[config.mk]
export PLATFORM = sky130hd
export DESIGN_NAME = rx_timer
export DESIGN_NICKNAME = d
export VERILOG_FILES = /design/src/rtl/rx_timer_pkg.sv /design/src/rtl/rx_bit_counter.sv /design/src/rtl/rx_timer.sv
export SDC_FILE = /design/constraint.sdc
export NUM_CORES = 1
export LEC_CHECK = 0
export BUFFER_PORTS_ARGS = -buffer_cell sky130_fd_sc_hd__buf_2
export CAP_MARGIN = 20
export CORE_MARGIN = 10
export CORE_UTILIZATION = 30
export DETAILED_ROUTE_END_ITERATION = 6
export PLACE_DENSITY = 0.48
export SKIP_CTS_REPAIR_TIMING = 1
export SLEW_MARGIN = 20
export SYNTH_ARGS = -nofsm -noshare
export SYNTH_HDL_FRONTEND = slang
export SYNTH_SLANG_ARGS = --single-unit
[constraint.sdc]
create_clock -name clk -period 1.5 [get_ports clk]
set_input_delay 0.45 -clock clk [delete_from_list [all_inputs] [get_ports clk]]
set_output_delay 0.45 -clock clk [all_outputs]
set_load 0.01 [all_outputs]
[src/rtl/rx_timer_pkg.sv]
// rx_timer_pkg: shared constants for the USB full-speed receive bit timer.
//   BIT_LEN_BASE / BIT_LEN_REM : integer and remainder parts of the default 25/3 clocks per bit.
//   PERIOD_DEN_DEF             : default denominator of the clocks-per-bit ratio.
//   SAMPLE_OFFSET_DEF          : default tick within a bit at which the sample strobe fires.
//   BIT_COUNT_W                : width of the per-byte bit counter.
package rx_timer_pkg;

    localparam int unsigned PERIOD_DEN_DEF    = 3;
    localparam int unsigned BIT_LEN_BASE      = 8;  // 25 / 3
    localparam int unsigned BIT_LEN_REM       = 1;  // 25 % 3
    localparam int unsigned SAMPLE_OFFSET_DEF = 4;
    localparam int unsigned BIT_COUNT_W       = 4;

endpackage

[src/rtl/rx_bit_counter.sv]
// rx_bit_counter: counts sampled data bits into bytes, skipping stuff bits.
// Ports:
//   clk, rst       : clock and asynchronous active-high reset.
//   clear          : synchronous clear of the bit count and byte pulse.
//   strobe         : one-cycle sample pulse from the bit timer.
//   stuffed_bit    : the bit sampled on this strobe is a stuff bit.
//   bit_count      : data bits received in the current byte.
//   byte_received  : one-cycle pulse the cycle after the last bit of a byte.
module rx_bit_counter
    import rx_timer_pkg::*;
#(
    parameter int unsigned BITS_PER_BYTE = 8
) (
    input  logic                   clk,
    input  logic                   rst,
    input  logic                   clear,
    input  logic                   strobe,
    input  logic                   stuffed_bit,
    output logic [BIT_COUNT_W-1:0] bit_count,
    output logic                   byte_received
);

    logic [BIT_COUNT_W-1:0] bit_count_q, bit_count_d;
    logic                   byte_q, byte_d;

    always_comb begin
        bit_count_d = bit_count_q;
        byte_d      = 1'b0;
        if (clear) begin
            bit_count_d = '0;
        end else if (strobe && !stuffed_bit) begin
            if (bit_count_q == BIT_COUNT_W'(BITS_PER_BYTE - 1)) begin
                bit_count_d = '0;
                byte_d      = 1'b1;
            end else begin
                bit_count_d = bit_count_q + 1'b1;
            end
        end
    end

    always_ff @(posedge clk or posedge rst) begin
        if (rst) begin
            bit_count_q <= '0;
            byte_q      <= 1'b0;
        end else begin
            bit_count_q <= bit_count_d;
            byte_q      <= byte_d;
        end
    end

    assign bit_count     = bit_count_q;
    assign byte_received = byte_q;

endmodule

[src/rtl/rx_timer.sv]
// rx_timer: receive-side bit timer for the USB full-speed link.
// Recovers bit timing from line transitions at PERIOD_NUM/PERIOD_DEN clocks per bit, issues a
// one-cycle sample strobe SAMPLE_OFFSET ticks into each bit and counts data bits into bytes.
// Optional build macro RX_TIMER_STUFF_WATCHDOG_EN adds a watchdog that flags seven sampled bits
// without a transition; without it stuff_err is tied low.
// Ports:
//   clk, rst       : clock and asynchronous active-high reset.
//   enable_timer   : packet reception active; timing and counts hold while low.
//   clear_timer    : synchronous clear of all timing and bit state (wins over everything).
//   edge_detect    : one-cycle pulse on a line transition; resynchronises the tick counter.
//   stuffed_bit    : bit sampled on this strobe is a stuff bit.
//   shift_strobe   : one-cycle sample/shift pulse.
//   bit_count      : data bits received in the current byte.
//   byte_received  : one-cycle pulse after the last bit of a byte.
//   stuff_err      : watchdog error pulse.
module rx_timer
    import rx_timer_pkg::*;
#(
    parameter int unsigned PERIOD_NUM    = BIT_LEN_BASE * PERIOD_DEN_DEF + BIT_LEN_REM,
    parameter int unsigned PERIOD_DEN    = PERIOD_DEN_DEF,
    parameter int unsigned SAMPLE_OFFSET = SAMPLE_OFFSET_DEF,
    parameter int unsigned BITS_PER_BYTE = 8
) (
    input  logic                   clk,
    input  logic                   rst,
    input  logic                   enable_timer,
    input  logic                   clear_timer,
    input  logic                   edge_detect,
    input  logic                   stuffed_bit,
    output logic                   shift_strobe,
    output logic [BIT_COUNT_W-1:0] bit_count,
    output logic                   byte_received,
    output logic                   stuff_err
);

    localparam int unsigned LEN_BASE = PERIOD_NUM / PERIOD_DEN;
    localparam int unsigned LEN_REM  = PERIOD_NUM % PERIOD_DEN;
    localparam int unsigned CNT_W    = $clog2(LEN_BASE + 2);
    localparam int unsigned ACC_W    = (PERIOD_DEN > 2) ? $clog2(PERIOD_DEN) : 1;

    logic [CNT_W-1:0] cnt_q, cnt_d;
    logic [ACC_W-1:0] acc_q, acc_d;
    logic [ACC_W:0]   acc_sum;
    logic             long_bit;
    logic             last_tick;

    // Bresenham fraction: a bit is one clock longer whenever the accumulated remainder overflows.
    always_comb begin
        acc_sum   = {1'b0, acc_q} + (ACC_W + 1)'(LEN_REM);
        long_bit  = acc_sum >= (ACC_W + 1)'(PERIOD_DEN);
        last_tick = cnt_q == (CNT_W'(LEN_BASE - 1) + CNT_W'(long_bit));
    end

    always_comb begin
        cnt_d = cnt_q;
        acc_d = acc_q;
        if (clear_timer) begin
            cnt_d = '0;
            acc_d = '0;
        end else if (enable_timer) begin
            if (edge_detect) begin
                // The edge cycle is tick 0, so the register resumes at tick 1.
                cnt_d = CNT_W'(1);
            end else if (last_tick) begin
                cnt_d = '0;
                acc_d = long_bit ? ACC_W'(acc_sum - (ACC_W + 1)'(PERIOD_DEN)) : ACC_W'(acc_sum);
            end else begin
                cnt_d = cnt_q + 1'b1;
            end
        end
    end

    always_ff @(posedge clk or posedge rst) begin
        if (rst) begin
            cnt_q <= '0;
            acc_q <= '0;
        end else begin
            cnt_q <= cnt_d;
            acc_q <= acc_d;
        end
    end

    assign shift_strobe = enable_timer && (cnt_q == CNT_W'(SAMPLE_OFFSET)) && !clear_timer;

    rx_bit_counter #(
        .BITS_PER_BYTE (BITS_PER_BYTE)
    ) u_bit_counter (
        .clk           (clk),
        .rst           (rst),
        .clear         (clear_timer),
        .strobe        (shift_strobe),
        .stuffed_bit   (stuffed_bit),
        .bit_count     (bit_count),
        .byte_received (byte_received)
    );

`ifdef RX_TIMER_STUFF_WATCHDOG_EN
    logic [2:0] run_q, run_d;
    logic       err_q, err_d;

    // Run of strobes since the last transition; the seventh strobe in a run is an error.
    always_comb begin
        err_d = shift_strobe && (run_q == 3'd6);
        run_d = run_q;
        if (clear_timer) begin
            run_d = '0;
        end else if (err_d || (enable_timer && edge_detect)) begin
            run_d = '0;
        end else if (shift_strobe) begin
            run_d = run_q + 1'b1;
        end
    end

    always_ff @(posedge clk or posedge rst) begin
        if (rst) begin
            run_q <= '0;
            err_q <= 1'b0;
        end else begin
            run_q <= run_d;
            err_q <= err_d;
        end
    end

    assign stuff_err = err_q;
`else
    assign stuff_err = 1'b0;
`endif

endmodule

=== Word level (Yosys, flattened, before mapping) ===
Cells that the tools add are included.

* Shift-type cells: 0
* Order comparisons: 1
* Multiplexer cells: 15
* Multiply operators: 0
* Reductions and logical operators: 9
* Equality and inequality tests: 4
* Bitwise operators: 0
* $add $sub $neg: 5
* Div/mod/pow operators: 0

{| class="wikitable"
|+ Operators with widths
! cell !! count
|-
| $mux 4 || 7
|-
| $mux 2 || 5
|-
| $add 4x1->4 const B || 2
|-
| $eq 4x3->1 const B || 2
|-
| $reduce_bool 2->1 || 3
|-
| $add 3x1->4 const A || 1
|-
| $eq 4x4->1 || 1
|-
| $add 2x1->3 const B || 1
|-
| $ge 3x2->1 const B || 1
|-
| $logic_and 1x1->1 || 3
|-
| $mux 1 || 3
|-
| $reduce_and 3->1 || 1
|-
| $logic_not 1->1 || 2
|-
| $ne 2x2->1 const B || 1
|-
| $sub 2x2->2 const B || 1
|}

* Memory bits (writable): 0
* Register bits: 11
* Memories kept: 0
* Logic and storage cells: 38
* Output and inout bits: 7
* Bits of input ports: 6
* Bits in read-only memories: 0
* Bits in latches: 0

=== Depth between registers and ports, before layout ===
* Depth after elaboration: 8
* Mapped depth: 4
* Mapped depth without buffers: 4

=== By module ===
Synthesis repeated with hierarchy kept, for this count alone.

* Cell total of the unflattened synthesis: 69
* Area, all modules: 664.4 µm²

{| class="wikitable"
|+ Modules (own cells, without submodules)
! module !! sequential area each (µm²) !! area an instance (µm²) !! cells each !! instances
|-
| rx_timer || 150.1 || 421.7 || 46 || 1
|-
| rx_bit_counter || 125.1 || 242.7 || 23 || 1
|}

=== Worst setup path before layout ===
No wires, ideal clock.

* Path kind: register to register
* Start: register cnt_q[3]
* End: register acc_q[0]
* Clock period less this slack: 1493 ps
* Stages on the path, launching flop included: 5
* Slack: 7 ps
* Required time: 1422 ps
* Path buffers: 1
* Data arrival time: 1415 ps
* Library setup time: 78 ps
* Cells stage by stage: dfrtp_1 > buf_6 > or4b_4 > or3_1 > a21oi_1

* Longest elaborated chain between the ends: 3

{| class="wikitable"
|+ RTL lines
! what !! RTL line !! RTL
|-
| from (decl) || rx_timer.sv:41 || <nowiki>logic [CNT_W-1:0] cnt_q, cnt_d;</nowiki>
|-
| from (signal assigned) || rx_timer.sv:78 || <nowiki>cnt_q <= cnt_d;</nowiki>
|-
| $eq 4x4->1 || rx_timer.sv:51 || <nowiki>last_tick = cnt_q == (CNT_W'(LEN_BASE - 1) + CNT_W'(long_bit));</nowiki>
|-
| $reduce_bool 2->1 (no line) || -- ||
|-
| $reduce_and 3->1 (no line) || -- ||
|-
| to (signal assigned) || rx_timer.sv:76 || <nowiki>acc_q <= '0;</nowiki>
|-
| to (signal assigned) || rx_timer.sv:79 || <nowiki>acc_q <= acc_d;</nowiki>
|-
| to (decl) || rx_timer.sv:42 || <nowiki>logic [ACC_W-1:0] acc_q, acc_d;</nowiki>
|}

Every way passes these cells.
A chain may end at the register's enable or synchronous reset.

=== Worst setup path in the final report ===
* Start: register cnt_q[3]
* End: output shift_strobe

* Longest elaborated chain between the ends: 3

{| class="wikitable"
|+ RTL lines
! what !! RTL line !! RTL
|-
| $eq 4x3->1 || rx_timer.sv:83 || <nowiki>assign shift_strobe = enable_timer && (cnt_q == CNT_W'(SAMPLE_OFFSET)) && !clear_timer;</nowiki>
|-
| $logic_and 1x1->1 (2 in a row) || rx_timer.sv:83 ||
|-
| to (decl) || rx_timer.sv:30 || <nowiki>output logic shift_strobe,</nowiki>
|}

Every way passes these cells.

==> flow_summary_export.csv <==
group,metric,value,unit
logic_synthesis,synth_top_cell_area_share,40.52,%
routing,drtAntennaViolNets,0,
logic_synthesis,synth-main-ff-cell,"dfrtp_1",
final_layout,drive_gt1_share,41.11,%
outcome,violations,"setup timing",
logic_synthesis,syn_area,679.4,um2
pwr,power.share.clock,36.0,%
final_layout,fin_util,39.98,%
critical_path,worstSetupStartpointType,"flip-flop",
logic_synthesis,syn_inst,67,
routing,vias_per_cell,5.068,
floorplan,die-height,67.59,um
grt,grt_max_degree,12,
logic_synthesis,synth_nets,76,
logic_synthesis,synthTopCellsByArea,"dfrtp_1, ha_1, mux2_2",
place,place_congestion,0.7803,
pwr,power.static_leakage,0.4321,nW
clock_network,cts-buffers-inserted,3,
critical_path,path_max_fanout,3,
grt,grtUsageMet3,4.628,%
pwr,switching_share,25.12,%
critical_path,rrSetupSlack,0.06,ns
pwr,internal_power,432.9,uW
timing,finalHoldViolations,0,
timing,fin_hold_ws,0.1651,ns
timing,setup_violations,1,
pwr,powerDensity,660.0,mW/mm2
clock_network,cts-root-buf,"clkbuf_4",
outcome,status,"finished with violations",
timing,finClkSkew,0.005697,ns
critical_path,crit_buf_inv,1,
logic_synthesis,yosysSeqAreaShare,40.52,%
pwr,switching_power,145.2,uW
timing,grt_setup_unrepaired,"yes",
grt,grt_pass1_vias,571,
critical_path,path_cells,"and4bb_4 -> and2_4 -> buf_6",
clock_network,cts_tree,"built",
logic_synthesis,yosysMostFrequentCell,"dfrtp_1",
logic_synthesis,synth_commonest_cells,"dfrtp_1, inv_1, nand2_1, nor2_1",
timing,fin_ws,-0.2062,ns
final_layout,instances_no_fill,118,
clock_network,clock_sinks,11,
critical_path,crit_type,"flip-flop to output port",
final_layout,fillers,236,
critical_path,reg2reg_to,"acc_q[0]",
logic_synthesis,synth-async-reset-ratio,100.0,%
floorplan,die_w,67.59,um
final_layout,nets,100,
timing,fin_crit_sh,113.7,%
critical_path,crit_cells,3,
pwr,p_comb_share,11.6,%
critical_path,cp_top_family,"simple AND/OR/NAND/NOR gates",
clock_network,clk_pin_slew_worst_paths,0.08,ns
critical_path,cp.arrival,1.26,ns
logic_synthesis,synth_cell_types,38,
place,placement.io_buffers,11,
clock_network,clk_path_buf_depth,2,
logic_synthesis,synth.avg_cell_area,10.14,um2
floorplan,die_area,0.004568,mm2
place,hpwl,1155,um
routing,drtIter0Drc,21,
grt,grt_antenna_before_repair,0,
timing,fmax,586.1,MHz
critical_path,crit_slowest_cell,"dfrtp_1",
logic_synthesis,yosys.area.top_type,"dfrtp_1",
pwr,seqPwrFrac,52.4,%
critical_path,cp-endpoint,"shift_strobe",
clock_network,clock_latency,0.27,ns
timing,min_period,1.706,ns
logic_synthesis,synth-edff-count,0,
critical_path,end_kind,"output port",
worst_hold_path,hp-class,"input pin to async pin",
routing,drc,0,
routing,avgRoutedWirePerCell,13.57,um
floorplan,rows,17,
floorplan,initial_core_util,31.01,%
critical_path,ff2ff_path_depth,3,
flow_run,cap_violations,0,
critical_path,r2r-start,"acc_q[1]",
grt,overflow,0,
routing,finalWirelength,1601,um
critical_path,cp_data_required_time,1.05,ns
logic_synthesis,synth_warnings,0,
routing,num_vias,598,
logic_synthesis,ys_seq_elements,11,
critical_path,startpoint,"cnt_q[3]",
grt,use_met2,10.80,%
grt,grt_use_total,7.510,%
grt,top_usage_layer,"met2",
routing,first_pass_iters,4,
grt,use_met1,8.200,%
floorplan,core,0.002191,mm2
pwr,vdd_drop_max,0.3508,mV
critical_path,max_stage_delay,0.41,ns
clock_network,h-tree-depth,1,
final_layout,syn_to_final_growth,28.91,%
timing,finalMaxSlewViolations,0,
place,place_inst,112,
grt,grt_pass1_wl,2573,um
floorplan,io_pins,13,
final_layout,num_antenna_cells,0,
[metal layers]
| metal | vias to the layer above | routed length, um |
|---|---|---|
| met3 | 2 | 154 |
| li1 | 292 | - |
| met1 | 285 | 725 |
| met2 | 19 | 712 |
| met4 | 0 | 9 |
| met5 | - | 0 |
[per-stage QoR]
stage	area, um2	power [mW]	setup WS, ns	setup TNS [ns]
2_1_floorplan	679.4	0.3463	0.007165	0
3_3_place_gp	814.5	0.3742	-0.09634	-0.1872
3_5_place_dp	814.5	0.3736	-0.09245	-0.2125
4_1_cts	840.8	0.5861	-0.2293	-0.2293
5_1_grt	875.8	0.6183	-0.2628	-0.2628
6_report	875.8	0.5781	-0.2062	-0.2062
[layout make-up]
type | instances | area [um2] | share of cell area [%]
repair buffers | 22 | 143.9 | 16.43
multi-input cells | 49 | 380.4 | 43.43
inverters | 4 | 15.01 | 1.714
flip-flops and latches | 11 | 275.3 | 31.43
well taps | 28 | 35.03 | 4.000
clock buffers | 4 | 26.28 | 3.000
[worst min path at each step]
stage,slack [ns],start,depth (start not counted),end
2_1_floorplan,0.30,rst,1,acc_q[0]
3_3_place_gp,0.48,rst,2,u_bit_counter.byte_received
3_5_place_dp,0.49,rst,2,u_bit_counter.bit_count[0]
4_1_cts,0.19,rst,2,cnt_q[3]
5_1_grt,0.18,rst,2,cnt_q[3]
6_report,0.17,rst,2,cnt_q[3]
[state kept, by name, summed over array words and instances, names as in the netlist]
register,count
acc_q,2
u_bit_counter.bit_count,4
cnt_q,4
u_bit_counter.byte_received,1
[power groups by stage]
stage / combinational, mW / clock (mW) / sequential [mW]
after floorplan: 0.0369 / 0 / 0.309
after detailed placement: 0.0649 / 0 / 0.309
final: 0.0672 / 0.208 / 0.303
after CTS: 0.0656 / 0.218 / 0.303
after global placement: 0.0654 / 0 / 0.309
after global routing: 0.0758 / 0.239 / 0.303
[cells in the final DEF (no fill, tap or decap), drive strengths merged, types with 3 or more instances in the layout]
cell type / synthesis / routed
buf: 2 / 22
dfrtp: 11 / 11
inv: 4 / 4
nand2: 4 / 4
nor2: 4 / 4
clkbuf: 1 / 4
nor2b: 3 / 3
a31o: 3 / 3
ha: 3 / 3
[cells by family (layout without fill, tap and decap cells)]
| kind of cell | Yosys count | after routing | share of synthesized area (%) |
|---|---|---|---|
| simple gates | 29 | 29 | 28.36 |
| compound gates | 12 | 12 | 13.26 |
| flops | 11 | 11 | 40.52 |
| buf+inv | 7 | 30 | 5.524 |
| mux | 4 | 4 | 6.261 |
| fa+ha+maj | 3 | 3 | 5.525 |
| other cells | 1 | 1 | 0.5520 |
No activity file was read; power rests on OpenSTA's default activity.
